`src/rtl/microwave_pkg.sv`:
```
// microwave_pkg
//   Shared types and constants for the microwave cook sequencer.
//   - state_t : sequencer states (IDLE, ENTRY, COOK, PAUSE, DONE)
//   - bcd_t   : one BCD digit
//   - BCD_MAX / SEC_TENS_WRAP : digit limits used by entry and countdown
package microwave_pkg;

  typedef enum logic [2:0] {
    IDLE,
    ENTRY,
    COOK,
    PAUSE,
    DONE
  } state_t;

  typedef logic [3:0] bcd_t;

  localparam bcd_t BCD_MAX       = 4'd9;
  localparam bcd_t SEC_TENS_WRAP = 4'd5;

  // A keypad code is usable only when it is a real decimal digit.
  function automatic logic is_bcd_digit(input logic [3:0] d);
    return (d <= BCD_MAX);
  endfunction

endpackage

```
`src/rtl/bcd_mmss_decrement.sv`:
```
// bcd_mmss_decrement
//   Combinational one-second decrement of an MM:SS time held as four BCD
//   digits. Digits are not normalised: 1:75 steps down to 1:00 before the
//   minute borrow. 00:00 is returned unchanged.
// Ports:
//   i_min_tens/i_min_ones/i_sec_tens/i_sec_ones : current time (BCD)
//   o_min_tens/o_min_ones/o_sec_tens/o_sec_ones : time one second later
//   o_zero : 1 when the decremented time is 00:00
module bcd_mmss_decrement
  import microwave_pkg::*;
(
  input  logic [3:0] i_min_tens,
  input  logic [3:0] i_min_ones,
  input  logic [3:0] i_sec_tens,
  input  logic [3:0] i_sec_ones,
  output logic [3:0] o_min_tens,
  output logic [3:0] o_min_ones,
  output logic [3:0] o_sec_tens,
  output logic [3:0] o_sec_ones,
  output logic       o_zero
);

  always_comb begin
    o_min_tens = i_min_tens;
    o_min_ones = i_min_ones;
    o_sec_tens = i_sec_tens;
    o_sec_ones = i_sec_ones;
    if (i_sec_ones != 4'd0) begin
      o_sec_ones = i_sec_ones - 4'd1;
    end else if (i_sec_tens != 4'd0) begin
      o_sec_ones = BCD_MAX;
      o_sec_tens = i_sec_tens - 4'd1;
    end else if ((i_min_ones != 4'd0) || (i_min_tens != 4'd0)) begin
      // Seconds wrap to 59 and the minutes take the borrow.
      o_sec_ones = BCD_MAX;
      o_sec_tens = SEC_TENS_WRAP;
      if (i_min_ones != 4'd0) begin
        o_min_ones = i_min_ones - 4'd1;
      end else begin
        o_min_ones = BCD_MAX;
        o_min_tens = i_min_tens - 4'd1;
      end
    end
  end

  assign o_zero = ({o_min_tens, o_min_ones, o_sec_tens, o_sec_ones} == 16'd0);

endmodule

```
`src/rtl/cook_sequencer.sv`:
```
// cook_sequencer
//   Master sequencer for the microwave timer: keypad entry of an MM:SS cook
//   time, BCD countdown on the 1 Hz tick, magnetron gating on start, stop
//   and door events, and completion reporting.
//   Optional feature: define DONE_ALARM_EN to hold `alarm` for ALARM_TICKS
//   ticks in DONE; otherwise DONE is a single-clock `done` pulse and
//   `alarm` is tied low.
// Ports:
//   clock, clearn         : clock, async active-low reset
//   BCD, loadn            : keypad digit and its active-low strobe
//   pgt_1Hz               : 1 Hz square wave (rising edge = tick)
//   startn, stopn         : active-low buttons
//   door_closed           : 1 = door closed
//   sec_ones..min_tens    : current time, BCD, registered
//   key_en, mag_on, done, alarm : registered status outputs
module cook_sequencer
  import microwave_pkg::*;
#(
  parameter int ALARM_TICKS = 3
)
(
  input  logic       clock,
  input  logic       clearn,
  input  logic [3:0] BCD,
  input  logic       loadn,
  input  logic       pgt_1Hz,
  input  logic       startn,
  input  logic       stopn,
  input  logic       door_closed,
  output logic [3:0] sec_ones,
  output logic [3:0] sec_tens,
  output logic [3:0] min_ones,
  output logic [3:0] min_tens,
  output logic       key_en,
  output logic       mag_on,
  output logic       done,
  output logic       alarm
);

  state_t r_state;
  bcd_t   r_sec_ones, r_sec_tens, r_min_ones, r_min_tens;
  logic   r_key_en, r_mag_on, r_done;
  logic   r_loadn_prev, r_pgt_prev, r_startn_prev, r_stopn_prev;

  logic   w_digit_ev, w_tick, w_start_ev, w_stop_ev;
  logic   w_digit_ok, w_time_zero;
  bcd_t   w_dec_sec_ones, w_dec_sec_tens, w_dec_min_ones, w_dec_min_tens;
  logic   w_dec_zero;

  // Edge detectors compare the live input with last cycle's sample.
  assign w_digit_ev  = r_loadn_prev & ~loadn;
  assign w_tick      = ~r_pgt_prev & pgt_1Hz;
  assign w_start_ev  = r_startn_prev & ~startn;
  assign w_stop_ev   = r_stopn_prev & ~stopn;
  assign w_digit_ok  = w_digit_ev & is_bcd_digit(BCD);
  assign w_time_zero = ({r_min_tens, r_min_ones, r_sec_tens, r_sec_ones} == 16'd0);

  bcd_mmss_decrement u_dec (
    .i_min_tens (r_min_tens),
    .i_min_ones (r_min_ones),
    .i_sec_tens (r_sec_tens),
    .i_sec_ones (r_sec_ones),
    .o_min_tens (w_dec_min_tens),
    .o_min_ones (w_dec_min_ones),
    .o_sec_tens (w_dec_sec_tens),
    .o_sec_ones (w_dec_sec_ones),
    .o_zero     (w_dec_zero)
  );

`ifdef DONE_ALARM_EN
  localparam int CNT_W = $clog2(ALARM_TICKS + 1);
  localparam logic [CNT_W-1:0] CNT_LAST = CNT_W'(ALARM_TICKS - 1);
  logic             r_alarm;
  logic [CNT_W-1:0] r_alarm_cnt;
`endif

  always_ff @(posedge clock or negedge clearn) begin
    if (!clearn) begin
      r_state       <= IDLE;
      r_sec_ones    <= '0;
      r_sec_tens    <= '0;
      r_min_ones    <= '0;
      r_min_tens    <= '0;
      r_key_en      <= 1'b1;
      r_mag_on      <= 1'b0;
      r_done        <= 1'b0;
      r_loadn_prev  <= 1'b1;
      r_pgt_prev    <= 1'b0;
      r_startn_prev <= 1'b1;
      r_stopn_prev  <= 1'b1;
`ifdef DONE_ALARM_EN
      r_alarm       <= 1'b0;
      r_alarm_cnt   <= '0;
`endif
    end else begin
      r_loadn_prev  <= loadn;
      r_pgt_prev    <= pgt_1Hz;
      r_startn_prev <= startn;
      r_stopn_prev  <= stopn;

      case (r_state)
        IDLE: begin
          if (w_digit_ok) begin
            r_min_tens <= r_min_ones;
            r_min_ones <= r_sec_tens;
            r_sec_tens <= r_sec_ones;
            r_sec_ones <= BCD;
            r_state    <= ENTRY;
          end
        end

        ENTRY: begin
          if (w_stop_ev) begin
            {r_min_tens, r_min_ones, r_sec_tens, r_sec_ones} <= '0;
            r_state <= IDLE;
          end else if (w_start_ev && door_closed && !w_time_zero) begin
            r_state  <= COOK;
            r_mag_on <= 1'b1;
            r_key_en <= 1'b0;
          end else if (w_digit_ok) begin
            // A rejected start leaves the cycle free for a digit.
            r_min_tens <= r_min_ones;
            r_min_ones <= r_sec_tens;
            r_sec_tens <= r_sec_ones;
            r_sec_ones <= BCD;
          end
        end

        COOK: begin
          // Stop or an open door wins over a coincident tick.
          if (w_stop_ev || !door_closed) begin
            r_state  <= PAUSE;
            r_mag_on <= 1'b0;
          end else if (w_tick) begin
            r_min_tens <= w_dec_min_tens;
            r_min_ones <= w_dec_min_ones;
            r_sec_tens <= w_dec_sec_tens;
            r_sec_ones <= w_dec_sec_ones;
            if (w_dec_zero) begin
              r_state  <= DONE;
              r_mag_on <= 1'b0;
              r_done   <= 1'b1;
`ifdef DONE_ALARM_EN
              r_alarm     <= 1'b1;
              r_alarm_cnt <= '0;
`endif
            end
          end
        end

        PAUSE: begin
          if (w_stop_ev) begin
            {r_min_tens, r_min_ones, r_sec_tens, r_sec_ones} <= '0;
            r_state  <= IDLE;
            r_key_en <= 1'b1;
          end else if (w_start_ev && door_closed) begin
            r_state  <= COOK;
            r_mag_on <= 1'b1;
          end
        end

        DONE: begin
`ifdef DONE_ALARM_EN
          if (w_stop_ev || (w_tick && (r_alarm_cnt == CNT_LAST))) begin
            r_state     <= IDLE;
            r_done      <= 1'b0;
            r_alarm     <= 1'b0;
            r_alarm_cnt <= '0;
            r_key_en    <= 1'b1;
          end else if (w_tick) begin
            r_alarm_cnt <= r_alarm_cnt + CNT_W'(1);
          end
`else
          r_state  <= IDLE;
          r_done   <= 1'b0;
          r_key_en <= 1'b1;
`endif
        end

        default: begin
          r_state  <= IDLE;
          r_mag_on <= 1'b0;
          r_done   <= 1'b0;
          r_key_en <= 1'b1;
        end
      endcase
    end
  end

  assign sec_ones = r_sec_ones;
  assign sec_tens = r_sec_tens;
  assign min_ones = r_min_ones;
  assign min_tens = r_min_tens;
  assign key_en   = r_key_en;
  assign mag_on   = r_mag_on;
  assign done     = r_done;
`ifdef DONE_ALARM_EN
  assign alarm    = r_alarm;
`else
  assign alarm    = 1'b0;
`endif

endmodule
```
`config.mk`:
```
export PLATFORM = sky130hd
export DESIGN_NAME = cook_sequencer
export DESIGN_NICKNAME = d
export VERILOG_FILES = /design/src/rtl/microwave_pkg.sv /design/src/rtl/bcd_mmss_decrement.sv /design/src/rtl/cook_sequencer.sv
export SDC_FILE = /design/constraint.sdc
export NUM_CORES = 1
export LEC_CHECK = 0
export ABC_AREA = 1
export CAP_MARGIN = 20
export CORE_MARGIN = 1.5
export CORE_UTILIZATION = 30
export DETAILED_ROUTE_END_ITERATION = 8
export SLEW_MARGIN = 30
export SYNTH_ARGS = -nofsm -noshare
export SYNTH_HDL_FRONTEND = slang
export SYNTH_SLANG_ARGS = --single-unit
export TNS_END_PERCENT = 1
```
`constraint.sdc`:
```
create_clock -name clock -period 2.2 [get_ports clock]
set_input_delay 0.44 -clock clock [delete_from_list [all_inputs] [get_ports clock]]
set_output_delay 0.44 -clock clock [all_outputs]
set_load 0.01 [all_outputs]
```
Word level (Yosys, flattened, before mapping)
Cells that the tools add are included.
Storage, ports and cells
  flip-flop bits (word level): 26
  latch bits: 0
  RAM bits: 0
  ROM bits: 0
  output and inout port bits: 20
  word-level logic and storage cells: 133
  memories: 0
Operators by class
  $add $sub $neg: 4
  $mul: 0
  div/mod/pow operators: 0
  $lt $le $gt $ge: 1
  equality and inequality tests: 18
  shifts and indexed selects: 0
  multiplexer cells: 64
  bitwise gates (word level): 12
  reductions and logical operators: 22
Operator list (number)
  4-bit two-way mux: 35
  4-bit case mux with 4 select lines: 4
  16-bit zero test: 2
  3-bit two-way mux: 8
  4-bit nonzero test: 5
  2-bit inequality test (second input constant): 8
  4-bit by 1-bit subtractor with 4-bit output (second input constant): 4
  1-bit two-way mux: 13
  3-bit inequality test (second input constant): 4
  3-bit case mux with 4 select lines: 1
  5-bit AND reduction: 2
  4-bit AND reduction: 2
  1-bit inverter: 7
  7-bit AND reduction: 1
  3-bit by 2-bit == test with 1-bit output (second input constant): 2
  1-bit AND: 5
  4-bit <= comparator (second input constant): 1
  1-bit case mux with 4 select lines: 1
  2-bit OR reduction: 2
  3-bit by 1-bit == test with 1-bit output (second input constant): 1
  3-bit == test (second input constant): 1
  3-bit zero test: 1
  3-bit by 2-bit inequality test with 1-bit output (second input constant): 1
  1-bit case mux with 3 select lines: 1
  other kinds (6): 9

Longest topological paths before layout
  word-level depth: 10
  mapped depth: 16
  depth with buffers taken out: 16

Modules after synthesis
Synthesis repeated with hierarchy kept, for this count alone.
Unflattened totals
  cell total of the unflattened synthesis: 410
  area, all modules: 2448.6 sq um
By module, submodules not included
  cook_sequencer: times used 1, cells an instance 279, area an instance 1791.7 sq um
  bcd_mmss_decrement: times used 1, cells an instance 131, area an instance 656.9 sq um

Least setup slack after synthesis
OpenSTA, ideal clock, no wires.
  path kind: register -> register
  from: reg r_sec_ones[1] (netlist: sec_ones[1])
  to: reg r_sec_ones[1] (netlist: sec_ones[1])
  setup time: 0.130 ns
  arrival time: 1.867 ns
  required time: 2.070 ns
  setup slack: 0.203 ns
  cell stages (with the launch flop): 13
  clock period less this slack: 1.997 ns
  path through: dfrtp_1 inv_1 ha_1 nand3_4 nor2_4 nand2_2 nand2_2 nand2_2 a21oi_2 nand2_2 a21oi_4 buf_8 o22ai_2
Between the ends
  word-level cells in the longest chain between the ends: 6
  elaborated cells between the ends (all ways): 16
  those cells by class: 1 x add/sub; 1 x eq/ne; 9 x mux; 5 x reduce/logical
Ends and longest elaborated chain
  start, declared: RTL line cook_sequencer.sv:41  | bcd_t r_sec_ones, r_sec_tens, r_min_ones, r_min_tens;
  start signal, assigned: RTL line cook_sequencer.sv:138  | r_sec_ones <= w_dec_sec_ones;
  parallel branches: the longest is 6 deep, another holds 4-bit by 1-bit subtractor with 4-bit output
Several ways; the timed one is not identified. The select of a mux whose other input is x is not followed.
A chain may end at the register's enable or synchronous reset.

Worst setup path after layout
  from: reg r_sec_ones[0] (netlist: sec_ones[0])
  to: reg r_state[1]
Between the ends
  word-level cells in the longest chain between the ends: 6
  elaborated cells between the ends (all ways): 15
  those cells by class: 1 x add/sub; 2 x eq/ne; 6 x mux; 6 x reduce/logical
Ends and longest elaborated chain
  parallel branches: the longest is 5 deep, another holds 4-bit by 1-bit subtractor with 4-bit output
  5-bit AND reduction (no line) (*)
  end signal, assigned: RTL line cook_sequencer.sv:79  | r_state <= IDLE;
  end signal, assigned: RTL line cook_sequencer.sv:108  | r_state <= ENTRY;
  end signal, assigned: RTL line cook_sequencer.sv:115  | r_state <= IDLE;
  end, declared: RTL line cook_sequencer.sv:40  | state_t r_state;
Mark *: on every way between the ends.

==> impl_metrics.ini <==
[placement]
gp_congestion = 0.894
dp_hpwl_um = 4100
portBuffers = 29

[power_and_ir_drop]
power.share.switching = 0.509
power_frac_comb = 0.722
p_clk_frac = 0.098
irDropWorstVdd_mv = 0.584
leakage_nw = 1.22
seqPwrFrac = 0.180
cellPowerDensity_mw_per_mm2 = 1630
p_int_mw = 2.06
switchingPower_mw = 2.14

[worst_setup_path]
cp_slowest_cell = dfrtp_1
worstReg2RegEnd = r_state[1]$_DFFE_PN0P_
criticalPathCategory = register to register
crit_cells = 14
cpLargestDelayFamily = simple AND/OR/NAND/NOR gates
setup.worst_path.end_class = register
path_cells = inv_1 > ha_4 > nand3_4 > buf_4 > o21ai_0 > nand3_1 > nor2_1 > nand2_1 > nor2_2 > nand3_2 > nand2_4 > nand2_1 > nand2_1 > nand2_1
reg2reg_depth = 14
cp_common_cell = nand2_1
path_max_fanout = 6
cp.required_ps = 2380
ff2ff_setup_slack_ps = 160
worstPathArrival_ps = 2220
worst-path-buf-inv = 2
startpoint = sec_ones[0]$_DFFE_PN0P_
critPathLaunchType = register
regToRegStartpoint = sec_ones[0]$_DFFE_PN0P_
critPathMaxStageDelay_ps = 410

[yosys]
ys_seq_area_frac = 0.328
synthFlopType = dfrtp_1
synth.area.top_cells = dfrtp_1, nand2_1, nand3_1
ys.warnings.count = 0
yosys.area.top_type = dfrtp_1
syn_avg_cell_area_sq_um = 6.97
synthesis.nets = 304
ys_ff_latch = 26
netlist_instances = 287
synth.distinct_cells = 35
synth_most_common_cell = nand2_1
yosysTopAreaCellShare = 0.275
synth.top_cells.by_count = nand2_1, inv_1, nor2_1
synth_edf_count = 0
ys_async_sr_fraction = 1.00
synthesis.area_sq_mm = 0.00200

[layout]
antenna_cells = 0
areaGrowthSynthToFinish_pct = 28.8
fin_nets = 350
drive_gt1_frac = 0.208

[global_routing]
grt_pass1_vias = 1906
grt_max_degree = 27
antenna_found_initial = 0
overflow = 0
grt_pass1_wl_um = 8710
grtUsageTotal = 0.149

[min_path]
hold_start = mag_on$_DFFE_PN0P_
worstHoldPathCells = 2
min_to = mag_on$_DFFE_PN0P_
hold_path.class = register to register

[die]
die_h_um = 84.6
core_area_sq_mm = 0.00639
initial_utilization = 0.313
die_w_um = 84.6
io_pins = 31
rows = 29
die_area_sq_mm = 0.00716

[sta]
skew_ps = 3.82
tns_ps = 0
fmax_mhz = 490
period_share = 0.929
report.final.hold_viol_count = 0
final.min_clock_period_ps = 2040
slew_violations = 0
timing.hold.ws_ps = 488
setup_viol = 0

[detailed_routing]
postRouteAntennaNets = 0
drt_iter0_drc = 85
drc = 0
wire_per_inst_um = 12.8
vias = 1994
drt_wl_total_um = 5240
detail_route.vias_per_cell = 4.88
drt-pass1-iter-count = 4

[clocking]
cts_buffer_depth = 2
cts_buffers = 3
htreeDepth = 1
cts-root-buf = clkbuf_8
cts_tree = built
clkLatencyLatePin_ps = 270
clk_pin_slew_ps = 100
clock_sinks = 26

[run]
maxCapViolations = 0

[status]
status = finished, final reports clean
## placed cells by master (no fill, tap or decap), types with 7 or more instances in the layout
| cell type | instances |
|---|---|
| nand2_1 | 83 |
| o21ai_0 | 24 |
| o21ai_2 | 9 |
| inv_2 | 10 |
| nor2_1 | 26 |
| nand3_1 | 24 |
| buf_4 | 17 |
| o22ai_1 | 7 |
| inv_1 | 27 |
| clkdlybuf4s50_1 | 29 |
| dfrtp_1 | 22 |
## what timing repair did
action                     4_1_cts  5_1_grt
hold endpoints to repair         0        0
gates resized for setup          0        8
buffers inserted                 0        2
hold buffers                     0        0
setup endpoints to repair        0        5
## worst max-delay path by stage
stage                              end
6_report        r_state[1]$_DFFE_PN0P_
5_1_grt             mag_on$_DFFE_PN0P_
4_1_cts         r_state[1]$_DFFE_PN0P_
3_5_place_dp    r_state[1]$_DFFE_PN0P_
3_3_place_gp   sec_ones[0]$_DFFE_PN0P_
2_1_floorplan  sec_ones[1]$_DFFE_PN0P_
## stage by stage
| step | utilization | power [mW] | setup WS [ps] | instances | area (sq um) |
|---|---|---|---|---|---|
| after floorplan | - | 2.85 | 203 | 287 | 2000 |
| after global placement | 0.385 | 3.70 | 78.9 | 403 | 2460 |
| after detailed placement | 0.385 | 3.70 | 32.2 | 403 | 2460 |
| after CTS | 0.396 | 4.13 | 81.3 | 407 | 2530 |
| after global routing | 0.403 | 4.62 | -19.8 | 409 | 2580 |
| final | 0.403 | 4.20 | 157 | 409 | 2580 |
## registers in the layout, indices dropped and copies added (netlist names)
| register | count |
|---|---|
| sec_tens | 4 |
| r_pgt_prev | 1 |
| r_state | 3 |
| r_stopn_prev | 1 |
| done | 1 |
| sec_ones | 4 |
| mag_on | 1 |
| min_ones | 4 |
| r_loadn_prev | 1 |
| min_tens | 4 |
| r_startn_prev | 1 |
| key_en | 1 |
## cell families after synthesis
group	Yosys count	share of synthesized area
buffers and inverters	43	0.0945
AO/OA/AOI/OAI	53	0.175
XOR/XNOR	2	0.00876
adder cells (fa/ha/maj)	6	0.0375
flip-flops	26	0.328
other	1	0.00188
AND/OR/NAND/NOR	156	0.354
## tightest hold or removal path, stage by stage (launching register included)
cell     delay, ps
dfrtp_1        360
nand2_1         50
nand2_1         50
## power groups by stage
stage | logic, mW | registers [mW] | clock network [mW]
final | 3.03 | 0.755 | 0.413
after global routing | 3.40 | 0.779 | 0.438
after CTS | 2.95 | 0.758 | 0.423
after detailed placement | 2.94 | 0.767 | 0
after global placement | 2.93 | 0.768 | 0
after floorplan | 2.05 | 0.807 | 0
## final cells by class
cell class | instances | area [sq um]
Clock buffer | 3 | 41.3
Sequential cell | 26 | 656
Clock inverter | 1 | 30.0
Fill cell | 671 | 3810
Multi-Input combinational cell | 218 | 1180
Inverter | 37 | 139
Timing Repair Buffer | 47 | 429
Tap cell | 77 | 96.3
## metal layers
metal / routed length (um) / GRT usage / vias to the layer above
met5: 0 / 0 / -
li1: - / - / 1021
met3: 225 / 0.0236 / 6
met1: 2560 / 0.208 / 918
met4: 40 / 0.0381 / 0
met2: 2420 / 0.239 / 49
(Power assumes the default switching activity.)
